## src/rtl/edge_delay_if.sv

```systemverilog
// edge_delay_if: stimulus/response nets, expected delays and measurement results
//   master: bench side, drives trig/resp/resp_en/exp_*, observes results
//   slave : monitor side, samples inputs, drives meas_*/busy/statistics
interface edge_delay_if #(
  parameter int CNT_W  = 8,
  parameter int STAT_W = 16
);
  logic              trig;
  logic              resp;
  logic              resp_en;
  logic [CNT_W-1:0]  exp_rise;
  logic [CNT_W-1:0]  exp_fall;
  logic [CNT_W-1:0]  exp_off;
  logic              meas_valid;
  logic [1:0]        meas_type;
  logic [CNT_W-1:0]  meas_cnt;
  logic              meas_viol;
  logic              meas_abort;
  logic              busy;
  logic [STAT_W-1:0] total_cnt;
  logic [STAT_W-1:0] viol_cnt;
  modport master (
    output trig, resp, resp_en, exp_rise, exp_fall, exp_off,
    input  meas_valid, meas_type, meas_cnt, meas_viol, meas_abort, busy, total_cnt, viol_cnt
  );
  modport slave (
    input  trig, resp, resp_en, exp_rise, exp_fall, exp_off,
    output meas_valid, meas_type, meas_cnt, meas_viol, meas_abort, busy, total_cnt, viol_cnt
  );
endinterface

```

## src/rtl/edge_delay_monitor.sv

```systemverilog
// edge_delay_monitor: cycles from each trig edge to the next gate response change
//   clk, rst_n (sync, active-low)
//   bus.slave: trig/resp/resp_en/exp_* in; meas_valid/type/cnt/viol/abort, busy,
//              total_cnt/viol_cnt (saturating) out
module edge_delay_monitor #(
  parameter int CNT_W   = 8,
  parameter int TIMEOUT = 255,
  parameter int STAT_W  = 16
) (
  input logic         clk,
  input logic         rst_n,
  edge_delay_if.slave bus
);
  typedef enum logic {IDLE, ARMED} state_t;
  state_t state;
  logic trig_q, trig_qq, resp_q, resp_qq, en_q, en_qq;
  logic [1:0] pv;
  logic [CNT_W-1:0] cnt, cnt_n, lr, lf, lo, rcnt, rexp;
  logic trig_edge, resp_chg, tmo, rep, viol;
  logic [1:0] typ;
  // pv[1] is set only once both _q and _qq hold real post-reset samples,
  // so a level held across reset never looks like an edge
  always_comb begin
    trig_edge = pv[1] & (trig_q ^ trig_qq);
    resp_chg  = pv[1] & ((en_q ^ en_qq) | (en_q & (resp_q ^ resp_qq)));
    cnt_n     = cnt + 1'b1;
    tmo       = (state == ARMED) && !resp_chg && !trig_edge && (cnt_n == CNT_W'(TIMEOUT));
    rep       = ((state == ARMED) && resp_chg) || tmo;
    typ       = tmo ? 2'b11 : !en_q ? 2'b10 : resp_q ? 2'b00 : 2'b01;
    rcnt      = tmo ? CNT_W'(TIMEOUT) : cnt_n;
    rexp      = (typ == 2'b00) ? lr : (typ == 2'b01) ? lf : lo;
    viol      = tmo | (rcnt != rexp);
  end
  assign bus.busy = (state == ARMED);
  always_ff @(posedge clk) begin
    if (!rst_n) begin
      state          <= IDLE;
      {trig_q, resp_q, en_q, trig_qq, resp_qq, en_qq} <= '0;
      pv             <= '0;
      cnt            <= '0;
      lr             <= '0;
      lf             <= '0;
      lo             <= '0;
      bus.meas_valid <= 1'b0;
      bus.meas_type  <= '0;
      bus.meas_cnt   <= '0;
      bus.meas_viol  <= 1'b0;
      bus.meas_abort <= 1'b0;
      bus.total_cnt  <= '0;
      bus.viol_cnt   <= '0;
    end else begin
      {trig_q, resp_q, en_q}    <= {bus.trig, bus.resp, bus.resp_en};
      {trig_qq, resp_qq, en_qq} <= {trig_q, resp_q, en_q};
      pv             <= {pv[0], 1'b1};
      bus.meas_valid <= rep;
      bus.meas_abort <= (state == ARMED) && trig_edge && !resp_chg;
      if (rep) begin
        bus.meas_type <= typ;
        bus.meas_cnt  <= rcnt;
        bus.meas_viol <= viol;
        if (bus.total_cnt != '1) bus.total_cnt <= bus.total_cnt + 1'b1;
        if (viol && bus.viol_cnt != '1) bus.viol_cnt <= bus.viol_cnt + 1'b1;
      end
      // a trig edge always (re)arms: after completing a report in the same
      // cycle, or discarding the pending measurement otherwise
      if (trig_edge) begin
        state <= ARMED;
        cnt   <= '0;
        lr    <= bus.exp_rise;
        lf    <= bus.exp_fall;
        lo    <= bus.exp_off;
      end else if (rep) begin
        state <= IDLE;
      end else if (state == ARMED) begin
        cnt <= cnt_n;
      end
    end
  end
endmodule

```

## src/flat_wrapper.sv

```systemverilog
// flat-port wrapper written by rule: the top's interface ports become plain ports
module edge_delay_monitor_flat 
#(
  parameter int CNT_W   = 8,
  parameter int TIMEOUT = 255,
  parameter int STAT_W  = 16
)
  (clk, rst_n, bus_trig, bus_resp, bus_resp_en, bus_exp_rise, bus_exp_fall, bus_exp_off, bus_meas_valid, bus_meas_type, bus_meas_cnt, bus_meas_viol, bus_meas_abort, bus_busy, bus_total_cnt, bus_viol_cnt);
  edge_delay_if #(.CNT_W(CNT_W), .STAT_W(STAT_W)) bus_i ();
  input logic clk;
  input logic rst_n;
  input wire logic [$bits(bus_i.trig)-1:0] bus_trig;
  input wire logic [$bits(bus_i.resp)-1:0] bus_resp;
  input wire logic [$bits(bus_i.resp_en)-1:0] bus_resp_en;
  input wire logic [$bits(bus_i.exp_rise)-1:0] bus_exp_rise;
  input wire logic [$bits(bus_i.exp_fall)-1:0] bus_exp_fall;
  input wire logic [$bits(bus_i.exp_off)-1:0] bus_exp_off;
  output wire logic [$bits(bus_i.meas_valid)-1:0] bus_meas_valid;
  output wire logic [$bits(bus_i.meas_type)-1:0] bus_meas_type;
  output wire logic [$bits(bus_i.meas_cnt)-1:0] bus_meas_cnt;
  output wire logic [$bits(bus_i.meas_viol)-1:0] bus_meas_viol;
  output wire logic [$bits(bus_i.meas_abort)-1:0] bus_meas_abort;
  output wire logic [$bits(bus_i.busy)-1:0] bus_busy;
  output wire logic [$bits(bus_i.total_cnt)-1:0] bus_total_cnt;
  output wire logic [$bits(bus_i.viol_cnt)-1:0] bus_viol_cnt;
  assign bus_i.trig = bus_trig;
  assign bus_i.resp = bus_resp;
  assign bus_i.resp_en = bus_resp_en;
  assign bus_i.exp_rise = bus_exp_rise;
  assign bus_i.exp_fall = bus_exp_fall;
  assign bus_i.exp_off = bus_exp_off;
  assign bus_meas_valid = bus_i.meas_valid;
  assign bus_meas_type = bus_i.meas_type;
  assign bus_meas_cnt = bus_i.meas_cnt;
  assign bus_meas_viol = bus_i.meas_viol;
  assign bus_meas_abort = bus_i.meas_abort;
  assign bus_busy = bus_i.busy;
  assign bus_total_cnt = bus_i.total_cnt;
  assign bus_viol_cnt = bus_i.viol_cnt;
  edge_delay_monitor #(.CNT_W(CNT_W), .TIMEOUT(TIMEOUT), .STAT_W(STAT_W)) u_core (.clk(clk), .rst_n(rst_n), .bus(bus_i));
endmodule
```

## config.mk

```make
export PLATFORM = sky130hd
export DESIGN_NAME = edge_delay_monitor_flat
export DESIGN_NICKNAME = d
export VERILOG_FILES = /design/src/rtl/edge_delay_if.sv /design/src/rtl/edge_delay_monitor.sv /design/src/flat_wrapper.sv
export SDC_FILE = /design/constraint.sdc
export NUM_CORES = 1
export LEC_CHECK = 0
export BUFFER_PORTS_ARGS = -buffer_cell sky130_fd_sc_hd__buf_2
export CORE_UTILIZATION = 55
export CTS_BUF_LIST = sky130_fd_sc_hd__clkbuf_4 sky130_fd_sc_hd__clkbuf_8
export DETAILED_ROUTE_END_ITERATION = 7
export PLACE_DENSITY = 0.85
export SLEW_MARGIN = 40
export SYNTH_ARGS = -nofsm -noshare
export SYNTH_HDL_FRONTEND = slang
export SYNTH_SLANG_ARGS = --single-unit
```

## constraint.sdc

```tcl
create_clock -name clk -period 4.35 [get_ports clk]
set_clock_uncertainty 0.2 [all_clocks]
set_input_delay 0.2175 -clock clk [delete_from_list [all_inputs] [get_ports clk]]
set_output_delay 0.2175 -clock clk [all_outputs]
set_load 0.005 [all_outputs]
```

==> results of run 1 <==
## registers in the layout, summed over array words and instances (netlist names)
signal / count
u_core.resp_q: 1
u_core.bus.meas_viol: 1
u_core.resp_qq: 1
u_core.bus.meas_cnt: 8
u_core.bus.viol_cnt: 16
u_core.bus.meas_abort: 1
u_core.lf: 8
u_core.cnt: 8
u_core.bus.meas_type: 2
u_core.lo: 8
u_core.trig_q: 1
u_core.bus.busy: 1
u_core.trig_qq: 1
u_core.en_q: 1
u_core.bus.total_cnt: 16
u_core.en_qq: 1
u_core.lr: 8
u_core.bus.meas_valid: 1
u_core.pv: 2
## metrics by stage
stage	cells	setup WS, ns	hold WS, ns	total power [mW]	cell area [um^2]
3_3_place_gp	616	0.843	0.214	0.920	4330
4_1_cts	659	0.664	0.0847	1.51	4800
5_1_grt	659	0.468	0.128	1.56	4810
6_report	659	0.609	0.0791	1.51	4810
2_1_floorplan	464	1.04	0.0452	0.893	3890
3_5_place_dp	616	0.671	0.227	0.923	4330
## power groups by stage
stage / combinational (mW) / clock [mW] / sequential, mW
final: 0.115 / 0.589 / 0.811
after global routing: 0.127 / 0.623 / 0.813
after CTS: 0.113 / 0.591 / 0.810
after detailed placement: 0.0940 / 0 / 0.829
after global placement: 0.0919 / 0 / 0.828
after floorplan: 0.0678 / 0 / 0.825
## critical path, stage by stage (launching register included)
cell and delay (ns):
dfxtp_1 0.45, ha_1 0.24, nand3_1 0.17, xnor2_1 0.23, or4_4 0.56, o31ai_4 0.42
mux2i_1 0.30, xor2_1 0.27, nor4_4 0.08, buf_4 0.22, o311ai_0 0.36, o41ai_1 0.13
## cells in the final DEF (no fill, tap or decap), types with 4 or more instances in the layout
cell type / Yosys / final
clkbuf_8: 0 / 10
nand2_1: 77 / 76
nor2_1: 47 / 47
nand2b_1: 13 / 13
buf_2: 1 / 74
buf_4: 2 / 6
mux2i_1: 18 / 18
nand3_1: 16 / 16
a21oi_1: 39 / 39
xor2_1: 11 / 11
o21ai_0: 12 / 12
and2_1: 10 / 10
dlygate4sd3_1: 0 / 27
or3_1: 14 / 14
nand4_1: 6 / 6
nor3_1: 11 / 11
inv_1: 10 / 10
ha_1: 4 / 4
and3_1: 5 / 5
a211oi_1: 13 / 13
dfxtp_1: 86 / 86
xnor2_1: 14 / 14
## routing by layer
metal	global-route usage, %	part of all wire, %	vias to the layer above	wire length [um]
met2	40.6	47	109	4230
li1	-	-	1792	-
met4	13.9	3.4	0	306
met1	34.1	45	1667	4100
met3	4.62	5.0	29	450
met5	0	0	-	0
## worst paths after layout
path | startpoint | to | slack, ns
max reg2reg | u_core.cnt[0] | u_core.bus.viol_cnt[7] | 0.61
max | u_core.cnt[0] | u_core.bus.viol_cnt[7] | 0.61
min reg2reg | u_core.pv[0] | u_core.pv[1] | 0.24
min | rst_n | u_core.pv[0] | 0.08
## area by class of cell
cell class,instances,area share [%]
Timing Repair Buffer,107,14.3
Clock buffer,10,2.86
Multi-Input combinational cell,344,42.3
Clock inverter,6,1.43
Tap cell,96,2.50
Sequential cell,86,35.8
Inverter,10,0.781
## timing repair
item,in CTS,in global routing
setup buffers,0,0
endpoints found under the hold margin,27,0
gates resized for setup,0,0
hold buffers,27,0
## cells by family (layout without fill, tap and decap cells)
logic type / count (synthesis) / in the layout / synth area share [%]
AND/OR/NAND/NOR: 211 / 211 / 25.9
buffers and inverters: 34 / 133 / 3.50
adder cells (fa/ha/maj): 4 / 4 / 1.29
flip-flops: 86 / 86 / 44.2
multiplexers: 21 / 21 / 5.50
AO/OA/AOI/OAI: 83 / 83 / 14.0
XOR/XNOR: 25 / 25 / 5.63
==> out/metrics.csv, run 1 <==
metric,value,unit
first-pass GRT wire length,15200,um
kind of end point of the critical path,flip-flop,
Syn Area/Cell,8.39,um^2
final core occ,70.4,%
reg2reg path depth,11,
final hold vios,0,
switch share,24.9,%
unrepaired setup endpoints after global routing,false,
setup_tns,0,ns
crit start category,flip-flop,
Relative slew margins,60.8,%
# rows,30,
pin count of the biggest net entering global routing,39,
DR pass1 iterations,5,
Filler Cells Inserted,562,
Sequential Power Share,53.5,%
via count,3597,
vias in the first global route,3316,
Max clock buf depth,2,
IO Pins,75,
power per cell area,315,nW/um^2
fin crit period,3.74,ns
CTS HTree Levels,3,
CTS root buffer,clkbuf_8,
Sequential Area,1720,um^2
required time of the critical path,4.39,ns
CTS tree,built,
Vias/cell,5.46,
area grow syn2layout,23.5,%
max-slew violations,0,
DR WL/cell,13.8,um
hold path depth,1,
# Max-Cap Violations,0,
syn_nets,497,
status,"complete, no violations",
async set or reset register ratio after synthesis,0,%
DRT Wirelength,9090,um
P_sw,377,uW
most common cell in the netlist,dfxtp_1,
core area,6830,um^2
initial antenna violation count,0,
Post-synth top cells,"dfxtp_1 (86), nand2_1 (77), nor2_1 (47)",
DIE AREA,7410,um^2
"Seq/Total Area, Yosys",44.2,%
HPWL after detailed placement,5950,um
Yosys reg bits,86,
clock slew at reported path FFs,0.09,ns
post-synthesis cell count,464,
drt drc,0,
worst-margin pin slew,0.587,ns
# nets final,591,
Detailed Route Iter0 Violations,175,
internal power,1.14,mW
number of port buffers,74,
Netlist cell types,44,
placer's final routability congestion estimate,0.862,
part of the power in combinational logic,7.6,%
Clk pwr share,38.9,%
Mapped Area,3890,um^2
clock latency on the worst-skew pair,0.36,ns
main area contributors after synthesis,"dfxtp_1 (44%), nand2_1 (7.4%), a21oi_1 (5.0%)",
Post-synth EDFFs,0,
grt ovf,0,
CP max FO,23,
Tcrit/Tclk final,86.0,%
clock sink total,86,
worst hold path type,in -> reg,
Num CTS Buffers,9,
Synth Warn #,0,
Antenna Cells,0,
gr usage total,26.0,%
final setup fails,0,
Max IR drop VDD,220,uV
ratio of cells with drive above 1 in the final layout,19.4,%
Post-DRT Antenna Nets,0,
leak pwr,1.86,nW
maximum clock frequency,0.267,GHz
Initial Utilization,57.0,%
die span in x,86.1,um
Die H,86.1,um
Synth area leader,dfxtp_1,
"Top FF cell, synth",dfxtp_1,
CP Class,reg -> reg,
footprint of the multi-input gates,2040,um^2
"Data arrival, critical path",3.78,ns
Synth top area share,44.2,%
No activity file was read; power rests on OpenSTA's default activity.
==> run 2: changes to the inputs <==
--- a/config.mk
+++ b/config.mk
@@ -5,6 +5,7 @@
 export SDC_FILE = /design/constraint.sdc
 export NUM_CORES = 1
 export LEC_CHECK = 0
+export ABC_AREA = 1
 export BUFFER_PORTS_ARGS = -buffer_cell sky130_fd_sc_hd__buf_2
 export CORE_UTILIZATION = 55
 export CTS_BUF_LIST = sky130_fd_sc_hd__clkbuf_4 sky130_fd_sc_hd__clkbuf_8
==> run 2 against run 1 <==
Compared with the run above:
- total power up 1.3%
- register-to-register slack gained 0.45 ns
- global-route usage increased by 1.4 points
- utilization decreased by 1.1 points
- non-clock buffer count fell by 4
- sequential share of layout area is 1.9 points lower
- flip-flop and latch count is the same
- synthesized area increased by 8.0%
- largest power group unchanged
- first-iteration DRC count up 24%
- routed wire length rose by 14%
- clock power is 0.7% lower
- worst setup slack improved by 0.45 ns
==> out/metrics.csv, run 2 <==
metric,value,unit,change
CP Class,reg -> reg,,
DR pass1 iterations,5,,unchanged
number of port buffers,74,,unchanged
internal power,1.14,mW,+0.15%
worst-margin pin slew,0.713,ns,+0.126 ns
ratio of cells with drive above 1 in the final layout,19.4,%,+0.080 points
Mapped Area,4200,um^2,+8.0%
final instance area,5070,um^2,+5.6%
drt drc,0,,unchanged
HPWL after detailed placement,6950,um,+17%
uppermost routed layer,met4,,
total power,1.53,mW,+1.3%
area grow syn2layout,20.8,%,
Post-Layout Cell Count,778,,+18%
final setup fails,0,,unchanged
Placed Cells,735,,+19%
vias in the first global route,3838,,+16%
fin crit period,3.29,ns,-0.448 ns
Placed Area,4600,um^2,+6.2%
reg2reg path depth,16,,+5
Synth Warn #,0,,unchanged
switch share,25.7,%,+0.87 points
Tcrit/Tclk final,75.7,%,-10 points
max-slew violations,0,,unchanged
Detailed Route Iter0 Violations,217,,+24%
clock slew at reported path FFs,0.09,ns,about the same
DIE AREA,7990,um^2,+7.8%
Max IR drop VDD,134,uV,-39%
Syn Area/Cell,7.21,um^2,-14%
clock sink total,86,,unchanged
pin count of the biggest net entering global routing,57,,+46%
worst hold path type,in -> reg,,
final worst slack,1.06,ns,+0.448 ns
unrepaired setup endpoints after global routing,false,,
"Seq/Total Area, Yosys",41.0,%,-3.3 points
crit start category,flip-flop,,
Sequential Power Share,53.1,%,-0.4 points
CTS tree,built,,
CTS root buffer,clkbuf_8,,
clock latency on the worst-skew pair,0.36,ns,about the same
Initial Utilization,57.3,%,+0.35 points
DRT Wirelength,10400,um,+14%
Worst Path Buf+Inv,1,,unchanged
syn_nets,616,,+24%
top flop regs,"u_core.bus.total_cnt x16, u_core.bus.viol_cnt x16",,
part of the power in combinational logic,8.8,%,+1.2 points
Hold Buf Count CTS,27,,unchanged
Num CTS Buffers,9,,unchanged
Relative slew margins,52.4,%,-8.4 points
most common cell in the netlist,nand2_1,,
Crit-path slowest cell,dfxtp_1,,
most frequent cells in the layout,"nand2_1 (103), dfxtp_1 (86), inv_1 (82)",,
kind of end point of the critical path,flip-flop,,
Antenna Cells,0,,unchanged
leak pwr,2.18,nW,+17%
Yosys reg bits,86,,unchanged
Synth top area share,41.0,%,-3.3 points
CP max FO,21,,-8.7%
R2R Path End,u_core.bus.total_cnt[15],,
Netlist cell types,41,,-6.8%
ordered cell list for the critical path,"ha_1, nand3_1, o21bai_1, nand2_1, nor2_2, nand3_4, nand2_2, nand2_2, clkinv_2, nand4_2, nor2_2, nand4_1, nor3_1, nand3b_1, nand2_1, nor2_1",,
via count,4181,,+16%
grt ovf,0,,unchanged
# nets final,707,,+20%
async set or reset register ratio after synthesis,0,%,unchanged
Crit path max-delay family,simple AND/OR/NAND/NOR gates,,
routed length on met3,607,um,+35%
CP Launch Point,u_core.cnt[0],,
Filler Cells Inserted,611,,+8.7%
die span in x,89.4,um,+3.8%
IO Pins,75,,unchanged
required time of the critical path,4.42,ns,+0.03 ns
"commonest non-fill, non-tap cell in the layout",nand2_1,,
maximum clock frequency,0.304,GHz,+14%
post-CTS setup buffers,0,,unchanged
Synth area leader,dfxtp_1,,
DR WL/cell,13.4,um,-3.1%
first-pass GRT wire length,16800,um,+11%
number of cells on the critical path,16,,+5
CP endpoint,u_core.bus.total_cnt[15],,
placer's final routability congestion estimate,0.872,,+1.2%
setup_tns,0,ns,unchanged
core area,7330,um^2,+7.3%
post-synthesis cell count,583,,+26%
"reg-to-reg slack, setup",1.06,ns,+0.45 ns
initial antenna violation count,0,,unchanged
power per cell area,302,nW/um^2,-4.0%
P_sw,395,uW,+4.9%
Vias/cell,5.37,,-1.5%
Max clock buf depth,2,,unchanged
"Data arrival, critical path",3.36,ns,-0.42 ns
main area contributors after synthesis,"dfxtp_1 (41%), nand2_1 (9.2%), inv_1 (7.4%)",,
final hold vios,0,,unchanged
status,"complete, no violations",,
Setup WS pre-CTS,1.12,ns,+0.446 ns
# rows,31,,+3.3%
Post-synth top cells,"nand2_1 (103), dfxtp_1 (86), inv_1 (83)",,
CTS HTree Levels,3,,unchanged
M1 WL,4410,um,+7.3%
# Max-Cap Violations,0,,unchanged
met2 wire length,5130,um,+21%
Die H,89.4,um,+3.8%
Post-DRT Antenna Nets,0,,unchanged
"Top FF cell, synth",dfxtp_1,,
Clk pwr share,38.1,%,-0.8 points
Post-synth EDFFs,0,,unchanged
Post-CTS Resized,0,,unchanged
reg2reg start,u_core.cnt[0],,
gr usage total,27.4,%,+1.4 points
"slowest stage delay, CP",0.44,ns,-0.12 ns
==> run 2: cell count changes in the layout (fill, tap and decap cells not counted), moves of 12 or more <==
cell | before | now
nor2_1 | 47 | 32
nand2b_1 | 13 | 0
or3_1 | 14 | 0
inv_1 | 10 | 82
o21ai_0 | 12 | 48
nand3_1 | 16 | 59
nand4_1 | 6 | 34
a211oi_1 | 13 | 1
mux2i_1 | 18 | 0
nand2_1 | 76 | 103
==> run 2: kinds of logic after synthesis <==
group | Yosys count | share of synthesized area [%]
xor+xnor | 13 | 2.71
compound gates | 97 | 12.8
fa+ha+maj | 4 | 1.19
buf+inv | 111 | 10.6
flops | 86 | 41.0
simple gates | 272 | 31.7
==> run 2: power by group through the flow <==
| stage | combinational, mW | clock [mW] | sequential (mW) |
|---|---|---|---|
| after floorplan | 0.0828 | 0 | 0.828 |
| after global placement | 0.110 | 0 | 0.832 |
| after detailed placement | 0.113 | 0 | 0.833 |
| after CTS | 0.132 | 0.591 | 0.815 |
| after global routing | 0.152 | 0.626 | 0.817 |
| final | 0.135 | 0.585 | 0.815 |
==> run 2: layout make-up <==
type / count / area (um^2) / share of cell area, %
clock buffer: 10 / 138 / 2.71
multi-input combinational: 386 / 2030 / 40.1
sequential: 86 / 1720 / 33.9
timing repair buffer: 103 / 656 / 12.9
inverter: 88 / 332 / 6.53
clock inverter: 6 / 70.1 / 1.38
tap: 99 / 124 / 2.44
==> run 2: metal layers <==
layer / track usage, % / vias to the layer above
met1: 32.4 / 1912
met4: 11.0 / 0
met3: 5.91 / 25
met5: 0 / -
li1: - / 2103
met2: 48.2 / 141
==> run 2: how the worst min path moves through the flow <==
| stage | endpoint | slack (ns) | startpoint | depth (start not counted) |
|---|---|---|---|---|
| 5_1_grt | u_core.bus.viol_cnt[15] | 0.17 | rst_n | 3 |
| 3_5_place_dp | u_core.trig_q | 0.21 | bus_trig | 3 |
| 2_1_floorplan | u_core.pv[0] | 0.05 | rst_n | 0 |
| 4_1_cts | u_core.bus.viol_cnt[6] | 0.13 | rst_n | 3 |
| 6_report | u_core.bus.viol_cnt[6] | 0.12 | rst_n | 3 |
| 3_3_place_gp | u_core.pv[1] | 0.19 | u_core.pv[0] | 2 |
==> run 2: tightest hold or removal path, delay by kind of cell <==
kind / cells / cell delay [ns]
buffers and inverters: 2 / 0.27
and+or+nand+nor: 1 / 0.15
==> run 2: metrics by stage <==
step           hold WS, ns  util, %
2_1_floorplan       0.0452        -
3_3_place_gp         0.194     62.7
3_5_place_dp         0.213     62.7
4_1_cts              0.126     69.2
5_1_grt              0.166     69.2
6_report             0.124     69.2
==> run 3: changes to the inputs <==
--- a/config.mk
+++ b/config.mk
@@ -7,10 +7,10 @@
 export LEC_CHECK = 0
 export ABC_AREA = 1
 export BUFFER_PORTS_ARGS = -buffer_cell sky130_fd_sc_hd__buf_2
-export CORE_UTILIZATION = 55
+export CORE_UTILIZATION = 52
 export CTS_BUF_LIST = sky130_fd_sc_hd__clkbuf_4 sky130_fd_sc_hd__clkbuf_8
 export DETAILED_ROUTE_END_ITERATION = 7
-export PLACE_DENSITY = 0.85
+export PLACE_DENSITY = 0.84
 export SLEW_MARGIN = 40
 export SYNTH_ARGS = -nofsm -noshare
 export SYNTH_HDL_FRONTEND = slang
==> constraint.sdc (replaced) <==
create_clock -name clk -period 2.75 [get_ports clk]
set_clock_uncertainty 0.2 [all_clocks]
set_input_delay 0.1375 -clock clk [delete_from_list [all_inputs] [get_ports clk]]
set_output_delay 0.1375 -clock clk [all_outputs]
set_load 0.005 [all_outputs]
==> run 3 against run 2 <==
Compared with the run above:
- flip-flop and latch count unchanged
- combinational power up 100%
- register-to-register slack worse by 1.1 ns
- first-iteration DRC count up 40%
- clock-buffer cell count up 1
- via count up 8.0%
- global-route usage down 0.76 points
==> out/metrics.csv, run 3 (same netlist as run 2, synthesis figures left out) <==
metric,value,unit,change
placer's final routability congestion estimate,0.907,,+3.9%
Detailed Route Iter0 Violations,304,,+40%
# rows,32,,+3.2%
leak pwr,2.39,nW,+9.8%
footprint of the multi-input gates,2220,um^2,+9.3%
reg2reg start,u_core.cnt[2],,
gr usage total,26.6,%,-0.76 points
core area,7770,um^2,+6.0%
kind of end point of the critical path,flip-flop,,
top flop regs,"u_core.bus.total_cnt x16, u_core.bus.viol_cnt x16",,
maximum clock frequency,0.364,GHz,+20%
R2R Path End,u_core.bus.viol_cnt[14],,
DIE AREA,8440,um^2,+5.6%
CTS HTree Levels,3,,unchanged
via count,4515,,+8.0%
drt drc,0,,unchanged
GRT busiest layer,met2,,
pin count of the biggest net entering global routing,57,,unchanged
CP Launch Point,u_core.cnt[2],,
vias in the first global route,4115,,+7.2%
Filler Cells Inserted,602,,-1.5%
Worst Hold Slack,0.0684,ns,-0.0560 ns
Tcrit/Tclk final,99.8,%,+24 points
Post-DRT Antenna Nets,0,,unchanged
DR WL/cell,14.4,um,+7.6%
IO Pins,75,,unchanged
met2 GRT Util,44.3,%,-3.8 points
"Data arrival, critical path",2.84,ns,-0.52 ns
clock sink total,86,,unchanged
DR pass1 iterations,6,,+1
Max IR drop VDD,270,uV,+100%
required time of the critical path,2.85,ns,-1.57 ns
worst-margin pin slew,0.650,ns,-0.0629 ns
final core occ,71.8,%,+2.6 points
ratio of cells with drive above 1 in the final layout,27.1,%,+7.6 points
reg2reg path depth,18,,+2
grt met1 use,32.6,%,+0.22 points
Initial Utilization,54.1,%,-3.2 points
max-slew violations,0,,unchanged
HPWL after detailed placement,7370,um,+6.0%
CP max FO,8,,-62%
Antenna Cells,0,,unchanged
fin crit period,2.75,ns,-0.547 ns
CP Class,reg -> reg,,
"reg-to-reg slack, setup",0.005,ns,-1.05 ns
grt ovf,0,,unchanged
Max clock buf depth,2,,unchanged
# nets final,741,,+4.8%
# Max-Cap Violations,0,,unchanged
Vias/cell,5.54,,+3.1%
Setup WS pre-CTS,-0.00660,ns,-1.12 ns
crit start category,flip-flop,,
unrepaired setup endpoints after global routing,true,,
area grow syn2layout,32.7,%,
Post-Layout Cell Count,815,,+4.8%
clock latency on the worst-skew pair,0.36,ns,about the same
final worst slack,0.00470,ns,-1.05 ns
initial antenna violation count,0,,unchanged
clock slew at reported path FFs,0.08,ns,about the same
die span in x,91.9,um,+2.8%
status,"complete, no violations",,
Placed Cells,757,,+3.0%
GR met3 Demand/Resource,4.56,%,-1.3 points
CTS tree,built,,
worst hold path type,in -> reg,,
CTS root buffer,clkbuf_8,,
"commonest non-fill, non-tap cell in the layout",nand2_1,,
power per cell area,475,nW/um^2,+57%
first-pass GRT wire length,18000,um,+7.3%
CP endpoint,u_core.bus.viol_cnt[14],,
Sequential Area,1730,um^2,+0.36%
most frequent cells in the layout,"nand2_1 (92), inv_1 (83), dfxtp_1 (81)",,
Die H,91.9,um,+2.8%
number of port buffers,74,,unchanged
final setup fails,0,,unchanged
DRT Wirelength,11700,um,+13%
final hold vios,0,,unchanged
Num CTS Buffers,9,,unchanged
Relative slew margins,56.6,%,+4.2 points
## run 3: cell types whose count changed in the layout (fill, tap and decap cells not counted), moves of 5 or more
cell | before | now
buf_4 | 2 | 26
nand2_1 | 103 | 92
nand2_2 | 12 | 22
nor2_4 | 1 | 8
nand3_2 | 0 | 6
dfxtp_1 | 86 | 81
dfxtp_2 | 0 | 5
## run 3: worst max-delay path, stage by stage (launching register included)
cell,delay [ns]
dfxtp_2,0.46
nand2_4,0.08
nor2_4,0.13
nand2_1,0.08
nand2_2,0.09
nand2_2,0.07
nor2_4,0.17
nand3_4,0.15
nand2_4,0.15
nor2_4,0.06
nand2_1,0.11
nand3_1,0.11
nand2_1,0.07
nand3_1,0.07
nor2_2,0.15
nand2_4,0.13
nand3_4,0.17
nand2_2,0.08
a21oi_2,0.13
## run 3: timing repair
item	CTS	global route
pin swaps	1	37
buffers inserted	1	8
gates cloned	2	4
setup endpoints to repair	9	28
resized for setup	3	43
hold endpoints to repair	27	0
hold buffers	27	0
## run 3: per-layer routing
metal  vias up  part of all wire [%]  routed length (um)
li1       2178                     -                   -
met1      2060                    41                4780
met2       231                    49                5690
met3        46                   7.3                 857
met4         0                   3.4                 403
met5         -                     0                   0
## run 3: stage by stage
step	instance area, um^2	power (mW)	TNS [ns]
global placement	4740	1.51	0
CTS	5310	2.62	0
finish	5580	2.65	0
floorplan	4200	1.44	0
detailed placement	4740	1.52	-0.00887
global route	5580	2.73	-1.56
## run 3: area by class of cell
class | instances | share of cell area, %
multi-input cells | 391 | 39.9
flip-flops and latches | 86 | 31.0
repair buffers | 132 | 16.4
inverters | 88 | 5.95
clock buffers | 11 | 2.60
well taps | 102 | 2.29
clock inverters | 5 | 1.91
## run 3: worst min-delay path by stage
stage          cells after the start  startpoint             to
4_1_cts                            5       rst_n  u_core.cnt[5]
5_1_grt                            5       rst_n  u_core.cnt[5]
2_1_floorplan                      0       rst_n   u_core.pv[0]
3_5_place_dp                       3    bus_trig  u_core.trig_q
3_3_place_gp                       3    bus_trig  u_core.trig_q
6_report                           5       rst_n  u_core.cnt[1]
## run 3: where the power goes
group          leakage (nW)  switching [mW]  internal [mW]
combinational          1.57           0.157          0.114
clock                 0.123           0.450          0.640
sequential            0.699          0.0170           1.27
